**config.mk**
```make
export PLATFORM = sky130hd
export DESIGN_NAME = bram_boot_loader
export DESIGN_NICKNAME = d
export VERILOG_FILES = /design/src/rtl/bram_boot_loader.sv
export SDC_FILE = /design/constraint.sdc
export NUM_CORES = 1
export LEC_CHECK = 0
export BUFFER_PORTS_ARGS = -buffer_cell sky130_fd_sc_hd__buf_4
export CAP_MARGIN = 30
export CELL_PAD_IN_SITES_DETAIL_PLACEMENT = 1
export CELL_PAD_IN_SITES_GLOBAL_PLACEMENT = 1
export CORE_ASPECT_RATIO = 1.4
export CORE_MARGIN = 2
export CORE_UTILIZATION = 41
export CTS_CLUSTER_SIZE = 28
export DETAILED_ROUTE_END_ITERATION = 6
export GPL_ROUTABILITY_DRIVEN = 0
export PLACE_DENSITY_LB_ADDON = 0.1
export SETUP_SLACK_MARGIN = 0.1
export SYNTH_ARGS = -nofsm -noshare
export SYNTH_HDL_FRONTEND = slang
export SYNTH_SLANG_ARGS = --single-unit
export TNS_END_PERCENT = 50
```
**constraint.sdc**
```tcl
create_clock -name clk_i -period 4.05 [get_ports clk_i]
set_input_delay 0.6075 -clock clk_i [delete_from_list [all_inputs] [get_ports clk_i]]
set_output_delay 0.6075 -clock clk_i [all_outputs]
set_load 0.02 [all_outputs]
```
**src/rtl/bram_boot_loader.sv**
```systemverilog
// Boot-time loader: streams host words into the data BRAM, then the instruction BRAM,
// holding the core stalled until both images are in place.
module bram_boot_loader #(
  parameter int ADDR_W = 10,
  parameter int DATA_W = 32
) (
  input  logic              clk_i,
  input  logic              rst_ni,
  input  logic              start_i,
  input  logic [ADDR_W-2:0] d_count_i,
  input  logic [ADDR_W-2:0] i_count_i,
  input  logic              s_valid_i,
  input  logic [DATA_W-1:0] s_data_i,
  output logic              s_ready_o,
  output logic [ADDR_W-1:0] d_w_addr_o,
  output logic [DATA_W-1:0] d_w_dat_o,
  output logic              d_w_enb_o,
  output logic [ADDR_W-1:0] i_w_addr_o,
  output logic [DATA_W-1:0] i_w_dat_o,
  output logic              i_w_enb_o,
  output logic              d_bram_init_done_o,
  output logic              pc_stall_o,
  output logic              i_r_enb_o,
  output logic              busy_o,
  output logic              err_o
);

  localparam int IDX_W = ADDR_W - 2;
  localparam int CNT_W = ADDR_W - 1;
  localparam logic [CNT_W-1:0] CAP = CNT_W'(2 ** IDX_W);

  typedef enum logic [1:0] {IDLE, LOAD_D, LOAD_I, RUN} state_e;

  state_e            state_q, state_d;
  logic [IDX_W-1:0]  idx_q;
  logic [CNT_W-1:0]  d_cnt_q, i_cnt_q;
  logic              s_ready_q, busy_q, pc_stall_q, i_r_enb_q, done_q, err_q;
  logic              d_w_enb_q, i_w_enb_q;
  logic [ADDR_W-1:0] d_w_addr_q, i_w_addr_q;
  logic [DATA_W-1:0] d_w_dat_q, i_w_dat_q;

  logic              accept, last_word, can_start, counts_ok, start_ok, start_bad;
  logic [CNT_W-1:0]  cur_cnt;

  always_comb begin
    accept    = s_valid_i && s_ready_q;
    cur_cnt   = (state_q == LOAD_D) ? d_cnt_q : i_cnt_q;
    last_word = ({1'b0, idx_q} == (cur_cnt - CNT_W'(1)));
    can_start = (state_q == IDLE) || (state_q == RUN);
    counts_ok = (d_count_i <= CAP) && (i_count_i <= CAP);
    start_ok  = start_i && can_start && counts_ok;
    start_bad = start_i && can_start && !counts_ok;
    state_d   = state_q;
    case (state_q)
      IDLE, RUN: begin
        if (start_ok) begin
          if (d_count_i != '0)      state_d = LOAD_D;
          else if (i_count_i != '0) state_d = LOAD_I;
          else                      state_d = RUN;
        end
      end
      LOAD_D: if (accept && last_word) state_d = (i_cnt_q != '0) ? LOAD_I : RUN;
      LOAD_I: if (accept && last_word) state_d = RUN;
      default: state_d = IDLE;
    endcase
  end

  // Control outputs are registered from the next state so LOAD_D -> LOAD_I needs no bubble.
  always_ff @(posedge clk_i or negedge rst_ni) begin
    if (!rst_ni) begin
      state_q    <= IDLE;
      idx_q      <= '0;
      d_cnt_q    <= '0;
      i_cnt_q    <= '0;
      s_ready_q  <= 1'b0;
      busy_q     <= 1'b0;
      pc_stall_q <= 1'b1;
      i_r_enb_q  <= 1'b0;
      done_q     <= 1'b0;
      err_q      <= 1'b0;
      d_w_enb_q  <= 1'b0;
      i_w_enb_q  <= 1'b0;
      d_w_addr_q <= '0;
      i_w_addr_q <= '0;
      d_w_dat_q  <= '0;
      i_w_dat_q  <= '0;
    end else begin
      state_q    <= state_d;
      s_ready_q  <= (state_d == LOAD_D) || (state_d == LOAD_I);
      busy_q     <= (state_d == LOAD_D) || (state_d == LOAD_I);
      pc_stall_q <= (state_d != RUN);
      i_r_enb_q  <= (state_d == RUN);
      done_q     <= (state_d == RUN);
      err_q      <= start_bad;
      d_w_enb_q  <= accept && (state_q == LOAD_D);
      i_w_enb_q  <= accept && (state_q == LOAD_I);
      if (start_ok) begin
        idx_q   <= '0;
        d_cnt_q <= d_count_i;
        i_cnt_q <= i_count_i;
      end else if (accept) begin
        idx_q <= last_word ? '0 : idx_q + IDX_W'(1);
      end
      if (accept && (state_q == LOAD_D)) begin
        d_w_addr_q <= {idx_q, 2'b00};
        d_w_dat_q  <= s_data_i;
      end
      if (accept && (state_q == LOAD_I)) begin
        i_w_addr_q <= {idx_q, 2'b00};
        i_w_dat_q  <= s_data_i;
      end
    end
  end

  assign s_ready_o          = s_ready_q;
  assign busy_o             = busy_q;
  assign pc_stall_o         = pc_stall_q;
  assign i_r_enb_o          = i_r_enb_q;
  assign d_bram_init_done_o = done_q;
  assign err_o              = err_q;
  assign d_w_enb_o          = d_w_enb_q;
  assign i_w_enb_o          = i_w_enb_q;
  assign d_w_addr_o         = d_w_addr_q;
  assign i_w_addr_o         = i_w_addr_q;
  assign d_w_dat_o          = d_w_dat_q;
  assign i_w_dat_o          = i_w_dat_q;

endmodule

```
==> results.sh <==
export IMPL_numClockSinks=114
export IMPL_routed_wl_um=12300
export IMPL_slew_violations=0
export IMPL_hold_end="i_w_dat_o[18]"
export IMPL_worst_r2r_cell_count=11
export IMPL_core_rowCount=47
export IMPL_r2r_start="state_q[1]"
export IMPL_critical_path_class="register to register"
export IMPL_seq_area_sq_um=2850
export IMPL_hold_start="s_data_i[18]"
export IMPL_dieArea_sq_um=13100
export IMPL_drive_above_1_share_pct=55.7
export IMPL_synth_area_sq_um=5020
export IMPL_die_h_um=135
export IMPL_vias_per_cell=5.19
export IMPL_whs_ns=0.441
export IMPL_area_growth_pct=38.3
export IMPL_insertion_delay_ns=0.41
export IMPL_ctsResizeCount=0
export IMPL_layout_min_cycle_time_ns=3.43
export IMPL_grt_pass1_wl_um=20100
export IMPL_ys_warn_count=0
export IMPL_post_route_util_pct=58.4
export IMPL_drc=0
export IMPL_synth_area_leaders="dfrtp_1 (56%), mux2_2 (22%), mux2i_1 (2.0%)"
export IMPL_vias=3465
export IMPL_arrival_ns=3.73
export IMPL_grt_pass1_vias=3801
export IMPL_post_place_ws_ns=0.617
export IMPL_tns_ns=0
export IMPL_stdcell_count=668
export IMPL_finalCritPeriodShare_pct=84.7
export IMPL_grt_setup_unrepaired="false"
export IMPL_tightest_slew_ns=0.698
export IMPL_drt_iter0_drc=129
export IMPL_cpPeakStageDelay_ns=0.54
export IMPL_r2r_slack_ns=0.62
export IMPL_track_usage_pct=19.6
export IMPL_synth_seq_area_share_pct=56.9
export IMPL_clock_path_buffers=2
export IMPL_fin_skew_ns=0.0117
export IMPL_multi_input_area_sq_um=2010
export IMPL_first_pass_iters=5
export IMPL_critical_path_startpoint_type="register"
export IMPL_ctsRootBufferMaster="clkbuf_16"
export IMPL_ios=146
export IMPL_p_per_area_nw_per_um2=685
export IMPL_holdPathStages=2
export IMPL_worst_ir_drop_vdd_v=0.000371
export IMPL_wl_per_cell_um=18.5
export IMPL_diodes=0
export IMPL_syn_area_per_cell_sq_um=14.0
export IMPL_worstHoldPathType="input port to register"
export IMPL_crit_buf_inv=1
export IMPL_synth_largest_area_cell="dfrtp_1"
export IMPL_setup_viol=0
export IMPL_numPlacedInstances=634
export IMPL_synth_seq_cells=114
export IMPL_crit_chain="inv_1 > ha_1 > mux2i_1 > ha_1 > o21ai_1 > or4_1 > nand4_1 > nand4_1 > a211o_1 > and2_1 > ha_1"
export IMPL_crit_slowest_cell="or4_1"
export IMPL_synth_cells=359
export IMPL_final_antenna_net_count=0
export IMPL_nets=567
export IMPL_path_max_fanout=10
export IMPL_fillers=1194
export IMPL_cts_tree="built"
export IMPL_grt_ovfl_total=0
export IMPL_synth_top_area_share_pct=56.4
export IMPL_status="completed"
export IMPL_cp_required_ns=4.35
export IMPL_die_x_um=97.5
export IMPL_yosysUniqueCellTypes=51
export IMPL_grt_max_degree=75
export IMPL_maxSlewHeadroom_pct=53.0
export IMPL_initial_utilization_pct=42.2
export IMPL_numCtsBuffers=17
export IMPL_core_sq_um=11900
export IMPL_cts_htree_levels=4
export IMPL_fin_ws_ns=0.619
export IMPL_hold_viol=0
export IMPL_portBuffers=141
export IMPL_drv_cap=0
export IMPL_endpoint_kind="register"
export IMPL_antenna_found_initial=0
export IMPL_p_leak_uw=0.00350
export IMPL_clk_pin_slew_ns=0.06
export IMPL_crit_top_cell="ha_1"
export IMPL_worstReg2RegEnd="busy_o"
export IMPL_timing_fmax_ghz=0.291
export IMPL_dpl_hpwl_um=8730
export IMPL_critPathTopFamily="simple AND/OR/NAND/NOR gates"
[routing by layer]
metal	vias up	track usage, %	wire [um]
met2	95	36.4	6950
met5	-	0	0
met4	0	5.09	106
met3	9	6.52	549
met1	1768	21.5	4730
li1	1593	-	-
[state kept, by name, indices dropped and copies added (netlist names), 2 cells and up]
signal and cells:
state_q 2, i_w_addr_o 8, i_cnt_q 9, idx_q 8, i_w_dat_o 32, d_w_addr_o 8
d_cnt_q 9, d_w_dat_o 32
[cells by family (layout without fill, tap and decap cells)]
| logic type | after synthesis | after routing | share of synthesized area, % |
|---|---|---|---|
| compound gates | 32 | 32 | 5.51 |
| xor+xnor | 13 | 13 | 2.27 |
| flops | 114 | 114 | 56.9 |
| fa+ha+maj | 5 | 5 | 1.25 |
| other cells | 1 | 4 | 0.0748 |
| buf+inv | 31 | 190 | 3.27 |
| mux | 109 | 109 | 24.3 |
| simple gates | 54 | 54 | 6.44 |
[where the power goes]
| part | switching, uW | internal (uW) | total, uW |
|---|---|---|---|
| Clock | 540 | 1160 | 1700 |
| Combinational | 704 | 667 | 1370 |
| Sequential | 232 | 1450 | 1680 |
| Total | 1480 | 3280 | 4750 |
[stage by stage]
stage                     power (uW)  cell area, sq um
after detailed placement        3060              6220
final                           4750              6940
after global placement          3010              6180
after CTS                       4810              6900
after global routing            4980              6940
after floorplan                 2460              5030
[placed cells by master, fill, tap and decap left out, types with 2 or more instances in the layout]
master / Yosys / routed
buf_4: 6 / 146
dfrtp_1: 113 / 113
mux2_2: 98 / 98
clkbuf_16: 0 / 17
nand2_1: 14 / 12
xnor2_1: 11 / 11
mux2i_1: 10 / 10
inv_1: 8 / 8
nand3_1: 6 / 6
nor4_1: 6 / 6
a31oi_1: 6 / 6
bufinv_16: 0 / 6
nand2b_1: 5 / 5
ha_1: 5 / 5
clkinv_4: 0 / 5
nor2_1: 4 / 4
and2_1: 4 / 4
a22o_1: 4 / 4
conb_1: 1 / 4
nor3_1: 3 / 3
nand4_1: 3 / 3
a21oi_1: 3 / 3
xor2_1: 2 / 2
o211ai_1: 2 / 2
a22oi_1: 2 / 2
and3_1: 2 / 2
nand2_2: 0 / 2
o21ai_0: 2 / 2
inv_6: 0 / 2
buf_12: 1 / 2
[synthesized netlist by cell type (all sizes together)]
| master | number |
|---|---|
| o211ai | 2 |
| nand2b | 5 |
| a311oi | 1 |
| nand4b | 1 |
| clkbuf | 6 |
| a31oi | 6 |
| nor3b | 1 |
| nor3 | 4 |
| xor2 | 2 |
| buf | 17 |
| and3 | 2 |
| o31a | 1 |
| a22o | 4 |
| nor4 | 7 |
| a211oi | 1 |
| a2bb2oi | 1 |
| a221o | 1 |
| nand2 | 14 |
| dfrtp | 113 |
| and2 | 4 |
| o2bb2ai | 1 |
| xnor2 | 11 |
| a22oi | 2 |
| a41oi | 1 |
| mux2i | 10 |
| nor2 | 5 |
| nor4b | 1 |
| a311o | 1 |
| or4 | 1 |
| a211o | 1 |
| o311ai | 2 |
| mux2 | 99 |
| nand4 | 3 |
| o2111ai | 1 |
| o21ai | 3 |
| dfstp | 1 |
| nand3 | 6 |
| ha | 5 |
| a21oi | 3 |
| inv | 8 |
| conb | 1 |
[how the worst max path moves through the flow]
stage | from | to | slack, ns | cells past startpoint
CTS | state_q[1] | busy_o | 0.58 | 11
floorplan | state_q[1] | busy_o | 1.01 | 13
detailed placement | state_q[1] | busy_o | 0.62 | 11
global route | state_q[1] | busy_o | 0.38 | 11
finish | state_q[1] | busy_o | 0.62 | 11
global placement | state_q[1] | busy_o | 0.72 | 11
[final cells by class]
class	count	area share [%]
inverter	8	0.433
sequential	114	41.2
tap	147	2.65
timing repair buffer	150	16.9
clock buffer	17	6.13
multi-input combinational	217	29.0
clock inverter	15	3.66
[repair_timing]
action	4_1_cts	5_1_grt
hold buffers	0	1
buffers inserted	0	0
hold endpoints to repair	0	1
Power figures use the tool's default switching activity.
